### src/rtl/ms_rr_arbiter.sv
// rtl/ms_rr_arbiter.sv - round-robin arbiter sharing one blocking slave port among masters
module ms_rr_arbiter #(
    parameter int NUM_REQ = 4,
    parameter int DATA_W  = 32,
    parameter int TIMEOUT = 15,
    localparam int IDX_W  = $clog2(NUM_REQ)
) (
    input  logic                        clk,
    input  logic                        rst,
    input  logic [NUM_REQ-1:0]          m_sync,
    input  logic [NUM_REQ*DATA_W-1:0]   m_data,
    output logic [NUM_REQ-1:0]          m_notify,
    output logic [NUM_REQ-1:0]          m_err,
    output logic                        s_notify,
    output logic [DATA_W-1:0]           s_data,
    input  logic                        s_sync,
    output logic [IDX_W-1:0]            grant_id,
    output logic                        busy
);

    // Timer only needs to count 0..TIMEOUT-1; with TIMEOUT=0 it stays parked at 0.
    localparam int TMR_W = (TIMEOUT > 1) ? $clog2(TIMEOUT) : 1;
    localparam logic [TMR_W-1:0] TMR_LAST = TMR_W'((TIMEOUT > 0) ? (TIMEOUT - 1) : 0);
    localparam logic [IDX_W-1:0] IDX_LAST = IDX_W'(NUM_REQ - 1);

    typedef enum logic {
        ST_IDLE  = 1'b0,
        ST_OFFER = 1'b1
    } state_t;

    state_t                 state_q, state_d;
    logic [IDX_W-1:0]       rr_ptr_q, rr_ptr_d;
    logic [TMR_W-1:0]       timer_q, timer_d;
    logic [DATA_W-1:0]      s_data_q, s_data_d;
    logic [IDX_W-1:0]       grant_q, grant_d;
    logic [NUM_REQ-1:0]     m_notify_q, m_notify_d;
    logic [NUM_REQ-1:0]     m_err_q, m_err_d;

    logic [NUM_REQ-1:0]     eligible;
    logic [2*NUM_REQ-1:0]   rotated;
    logic                   found;
    logic [IDX_W-1:0]       winner;
    logic [DATA_W-1:0]      win_data;
    logic [IDX_W-1:0]       next_ptr;

    // A master that is being pulsed this cycle still holds its sync, so it is masked out.
    assign eligible = m_sync & ~(m_notify_q | m_err_q);

    // Rotating the doubled request vector puts rr_ptr at bit 0, so the first set bit wins.
    assign rotated  = {eligible, eligible} >> rr_ptr_q;

    // The served master drops to lowest priority by moving the pointer just past it.
    assign next_ptr = (grant_q == IDX_LAST) ? '0 : grant_q + IDX_W'(1);

    // Round-robin search for the winner and selection of its payload slice.
    always_comb begin
        int wsum;
        found    = 1'b0;
        winner   = '0;
        win_data = '0;
        wsum     = 0;
        for (int k = 0; k < NUM_REQ; k++) begin
            if (!found && rotated[k]) begin
                found = 1'b1;
                wsum  = int'(rr_ptr_q) + k;
                if (wsum >= NUM_REQ) begin
                    wsum = wsum - NUM_REQ;
                end
                winner = IDX_W'(wsum);
            end
        end
        for (int j = 0; j < NUM_REQ; j++) begin
            if (winner == IDX_W'(j)) begin
                win_data = m_data[j*DATA_W +: DATA_W];
            end
        end
    end

    // Next-state logic: grant in IDLE, wait for accept or timeout in OFFER.
    always_comb begin
        state_d    = state_q;
        rr_ptr_d   = rr_ptr_q;
        timer_d    = timer_q;
        s_data_d   = s_data_q;
        grant_d    = grant_q;
        m_notify_d = '0;
        m_err_d    = '0;

        case (state_q)
            ST_IDLE: begin
                if (found) begin
                    s_data_d = win_data;
                    grant_d  = winner;
                    timer_d  = '0;
                    state_d  = ST_OFFER;
                end
            end
            ST_OFFER: begin
                if (s_sync) begin
                    m_notify_d[grant_q] = 1'b1;
                    rr_ptr_d            = next_ptr;
                    state_d             = ST_IDLE;
                end else if ((TIMEOUT != 0) && (timer_q == TMR_LAST)) begin
                    m_err_d[grant_q] = 1'b1;
                    rr_ptr_d         = next_ptr;
                    state_d          = ST_IDLE;
                end else if (timer_q != TMR_LAST) begin
                    timer_d = timer_q + TMR_W'(1);
                end
            end
            default: begin
                state_d = ST_IDLE;
            end
        endcase
    end

    // State and output registers; reset abandons any transfer in flight silently.
    always_ff @(posedge clk) begin
        if (rst) begin
            state_q    <= ST_IDLE;
            rr_ptr_q   <= '0;
            timer_q    <= '0;
            s_data_q   <= '0;
            grant_q    <= '0;
            m_notify_q <= '0;
            m_err_q    <= '0;
        end else begin
            state_q    <= state_d;
            rr_ptr_q   <= rr_ptr_d;
            timer_q    <= timer_d;
            s_data_q   <= s_data_d;
            grant_q    <= grant_d;
            m_notify_q <= m_notify_d;
            m_err_q    <= m_err_d;
        end
    end

    assign s_notify = (state_q == ST_OFFER);
    assign busy     = (state_q == ST_OFFER);
    assign s_data   = s_data_q;
    assign grant_id = grant_q;
    assign m_notify = m_notify_q;
    assign m_err    = m_err_q;

endmodule

### config.mk
export PLATFORM = sky130hd
export DESIGN_NAME = ms_rr_arbiter
export DESIGN_NICKNAME = d
export VERILOG_FILES = /design/src/rtl/ms_rr_arbiter.sv
export SDC_FILE = /design/constraint.sdc
export NUM_CORES = 1
export LEC_CHECK = 0
export BUFFER_PORTS_ARGS = -buffer_cell sky130_fd_sc_hd__clkbuf_2
export CAP_MARGIN = 10
export CORE_MARGIN = 10
export CORE_UTILIZATION = 46
export CTS_CLUSTER_DIAMETER = 30
export CTS_CLUSTER_SIZE = 30
export DETAILED_ROUTE_END_ITERATION = 12
export GPL_ROUTABILITY_DRIVEN = 1
export PLACE_DENSITY_LB_ADDON = 0.05
export SLEW_MARGIN = 20
export SYNTH_ARGS = -nofsm -noshare
export SYNTH_HDL_FRONTEND = slang
export SYNTH_SLANG_ARGS = --single-unit
### constraint.sdc
create_clock -name clk -period 2.7 [get_ports clk]
set_input_delay 0.27 -clock clk [delete_from_list [all_inputs] [get_ports clk]]
set_output_delay 0.27 -clock clk [all_outputs]
set_load 0.005 [all_outputs]
==> flow_summary.toml <==
[detailed_routing]
vias_per_cell = 5.67
wl_mm = 11.5
dr.pass1.iters = 4
drc = 0
vias = 3433
wire_per_inst_um = 19.0
drtIter0Drc = 111
postRouteAntennaNets = 0

[sta]
skew_ns = 0.0103
drv_slew = 0
rsz0062_at_grt = "no"
fin_crit_ns = 2.41
period_share = 0.894
fmax_ghz = 0.414
finalSetupViolCount = 0
tns_ns = 0
max-slew-margin-rel = 0.479
hold_viol = 0
tightest_slew_ns = 0.781

[floorplanning]
core_area_um2 = 7180
rows = 31
die-area_um2 = 11100
dieHeight_um = 105
pin_count = 179
die_width_um = 105
start_util = 0.468

[cts]
cts.repair.resized = 0
cts_max_path_buffers = 2
clk_latency_ns = 0.32
cts_inserted_buffers = 5
clock-sinks = 49
cts-root-buf = "clkbuf_8"
cts_tree = "done"
htree_levels = 2
hold_buffers = 0
postCtsSetupBuffers = 0
clk_pin_slew_worst_paths_ns = 0.11

[min_path]
hold_class = "in -> reg"

[place]
portBuffers = 178
place.gp.congestion = 0.776
place_area_um2 = 4230
dp_hpwl_mm = 8.56

[critical_path]
r2r-start = "m_err[1]"
crit_path_end_kind = "register"
slowest_stage = "or3b_1"
r2r_end = "s_data[10]"
worst_ep_arrival_time_ns = 2.63
start_kind = "register"
rr_worst_depth = 7
slowest_delay_ns = 0.50
startpoint = "m_err[1]"
critPathMaxFanout = 30
path_class = "reg -> reg"
cp.required_ns = 2.92
r2r_setup_slack_ns = 0.29
crit_chain = "or3b_1 > o21a_4 > buf_4 > o21ai_4 > buf_4 > a211oi_1 > o31ai_1"
cpMostUsedCell = "buf_4"
crit_end = "s_data[10]"

[synthesis]
synthesis.nets = 489
netlist_area_um2 = 3360
synth_warnings = 0
synth.avg_cell_area_um2 = 9.65
async_flop_share = 0
ys.flop_type = "dfxtp_1"
synth-edff-count = 0
ys_types = 43
synth.ff_latch_count = 49
synthCells = 348
seq_area_frac_synth = 0.292

[final_layout]
final_area_um2 = 4330
area_growth_syn_to_layout_pct = 28.9
drive_above_1_share = 0.477
multiInputGateArea_um2 = 2110
fillers = 688
final_util = 0.603
diodes = 0
regArea_um2 = 981
final_nets = 647

[job]
drv_cap = 0

[grt]
grt_max_degree = 34
overflow = 0
antenna_found_initial = 0
grt_pass1_wl_mm = 18.5
grt_usage = 0.198
first_global_vias = 3563

[power]
cellPowerDensity_nw_per_um2 = 450
ir_worst_vdd_mv = 0.213
totalPowerFinal_mw = 1.95
power_leakage_nw = 2.18

[status]
status = "finished, final reports clean"
placed cells by master (no fill, tap or decap), drive strengths merged, types with 2 or more instances in the layout:
master,Yosys,layout
a211oi,32,32
a21oi,3,3
a221oi,32,32
and2,40,40
buf,27,12
clkbuf,12,183
dfxtp,49,49
ha,6,6
inv,3,6
mux2i,2,2
nand2,34,34
nand3,2,2
nor2,11,11
nor3,3,3
o211a,32,32
o21a,3,3
o21ai,4,4
o31ai,32,32
or3b,4,4
critical path, delay by kind of cell (launching register included):
kind            cells  cell delay (ns)
buf+inv             2             0.63
simple gates        1             0.50
flops               1             0.33
compound gates      4             0.86
state kept, by name (all words and copies together) (netlist names):
| name | cells |
|---|---|
| timer_q | 4 |
| s_data | 32 |
| busy | 1 |
| grant_id | 2 |
| rr_ptr_q | 2 |
| m_err | 4 |
| m_notify | 4 |
where the power goes:
| group | switching, mW | internal [mW] |
|---|---|---|
| clock | 0.289 | 0.193 |
| sequential | 0.0416 | 0.788 |
| combinational | 0.341 | 0.294 |
| total | 0.672 | 1.28 |
layer usage:
| layer | global-route usage | routed length [µm] |
|---|---|---|
| met1 | 0.251 | 5070 |
| met2 | 0.331 | 5610 |
| met3 | 0.0426 | 616 |
| met4 | 0.0539 | 193 |
| met5 | 0 | 0 |
synth_stat cells, drive strengths merged (3+ instances only):
library cell,n,area share
a211oi,32,0.072
a21oi,3,0.0045
a221oi,32,0.14
and2,40,0.075
buf,27,0.064
clkbuf,12,0.016
dfxtp,49,0.29
ha,6,0.022
inv,3,0.0034
nand2,34,0.038
nor2,11,0.012
nor3,3,0.0045
o211a,32,0.095
o21a,3,0.0089
o21ai,4,0.0082
o31ai,32,0.072
or3b,4,0.012
cell families (layout without fill, tap and decap cells):
family                   after synthesis  after routing  share of synthesized area
AO/OA/AOI/OAI                        144            144                      0.426
XOR/XNOR                               1              1                    0.00261
adder cells (fa/ha/maj)                6              6                     0.0224
buffers and inverters                 42            201                     0.0831
flip-flops                            49             49                      0.292
multiplexers                           3              3                    0.00931
AND/OR/NAND/NOR                      103            103                      0.165
layout make-up:
| type | count | share of cell area |
|---|---|---|
| Clock buffer | 5 | 0.0159 |
| Timing Repair Buffer | 190 | 0.232 |
| Inverter | 3 | 0.00260 |
| Sequential cell | 49 | 0.227 |
| Clock inverter | 3 | 0.00607 |
| Tap cell | 99 | 0.0286 |
| Multi-Input combinational cell | 257 | 0.488 |
how the worst min path moves through the flow:
stage | from | end | slack (ns) | depth (start not counted)
6_report | m_data[53] | s_data[21] | 0.28 | 3
5_1_grt | m_data[53] | s_data[21] | 0.29 | 3
3_3_place_gp | s_data[13] | s_data[13] | 0.44 | 2
2_1_floorplan | s_data[0] | s_data[0] | 0.45 | 2
3_5_place_dp | s_data[21] | s_data[21] | 0.44 | 2
4_1_cts | m_data[53] | s_data[21] | 0.28 | 3
per-stage QoR:
stage	std cells	setup slack, ns	hold slack (ns)
floorplan	348	0.779	0.449
global placement	598	0.390	0.436
detailed placement	598	0.320	0.439
CTS	606	0.306	0.281
global route	606	0.156	0.287
finish	606	0.287	0.282
No activity file was read; power rests on OpenSTA's default activity.
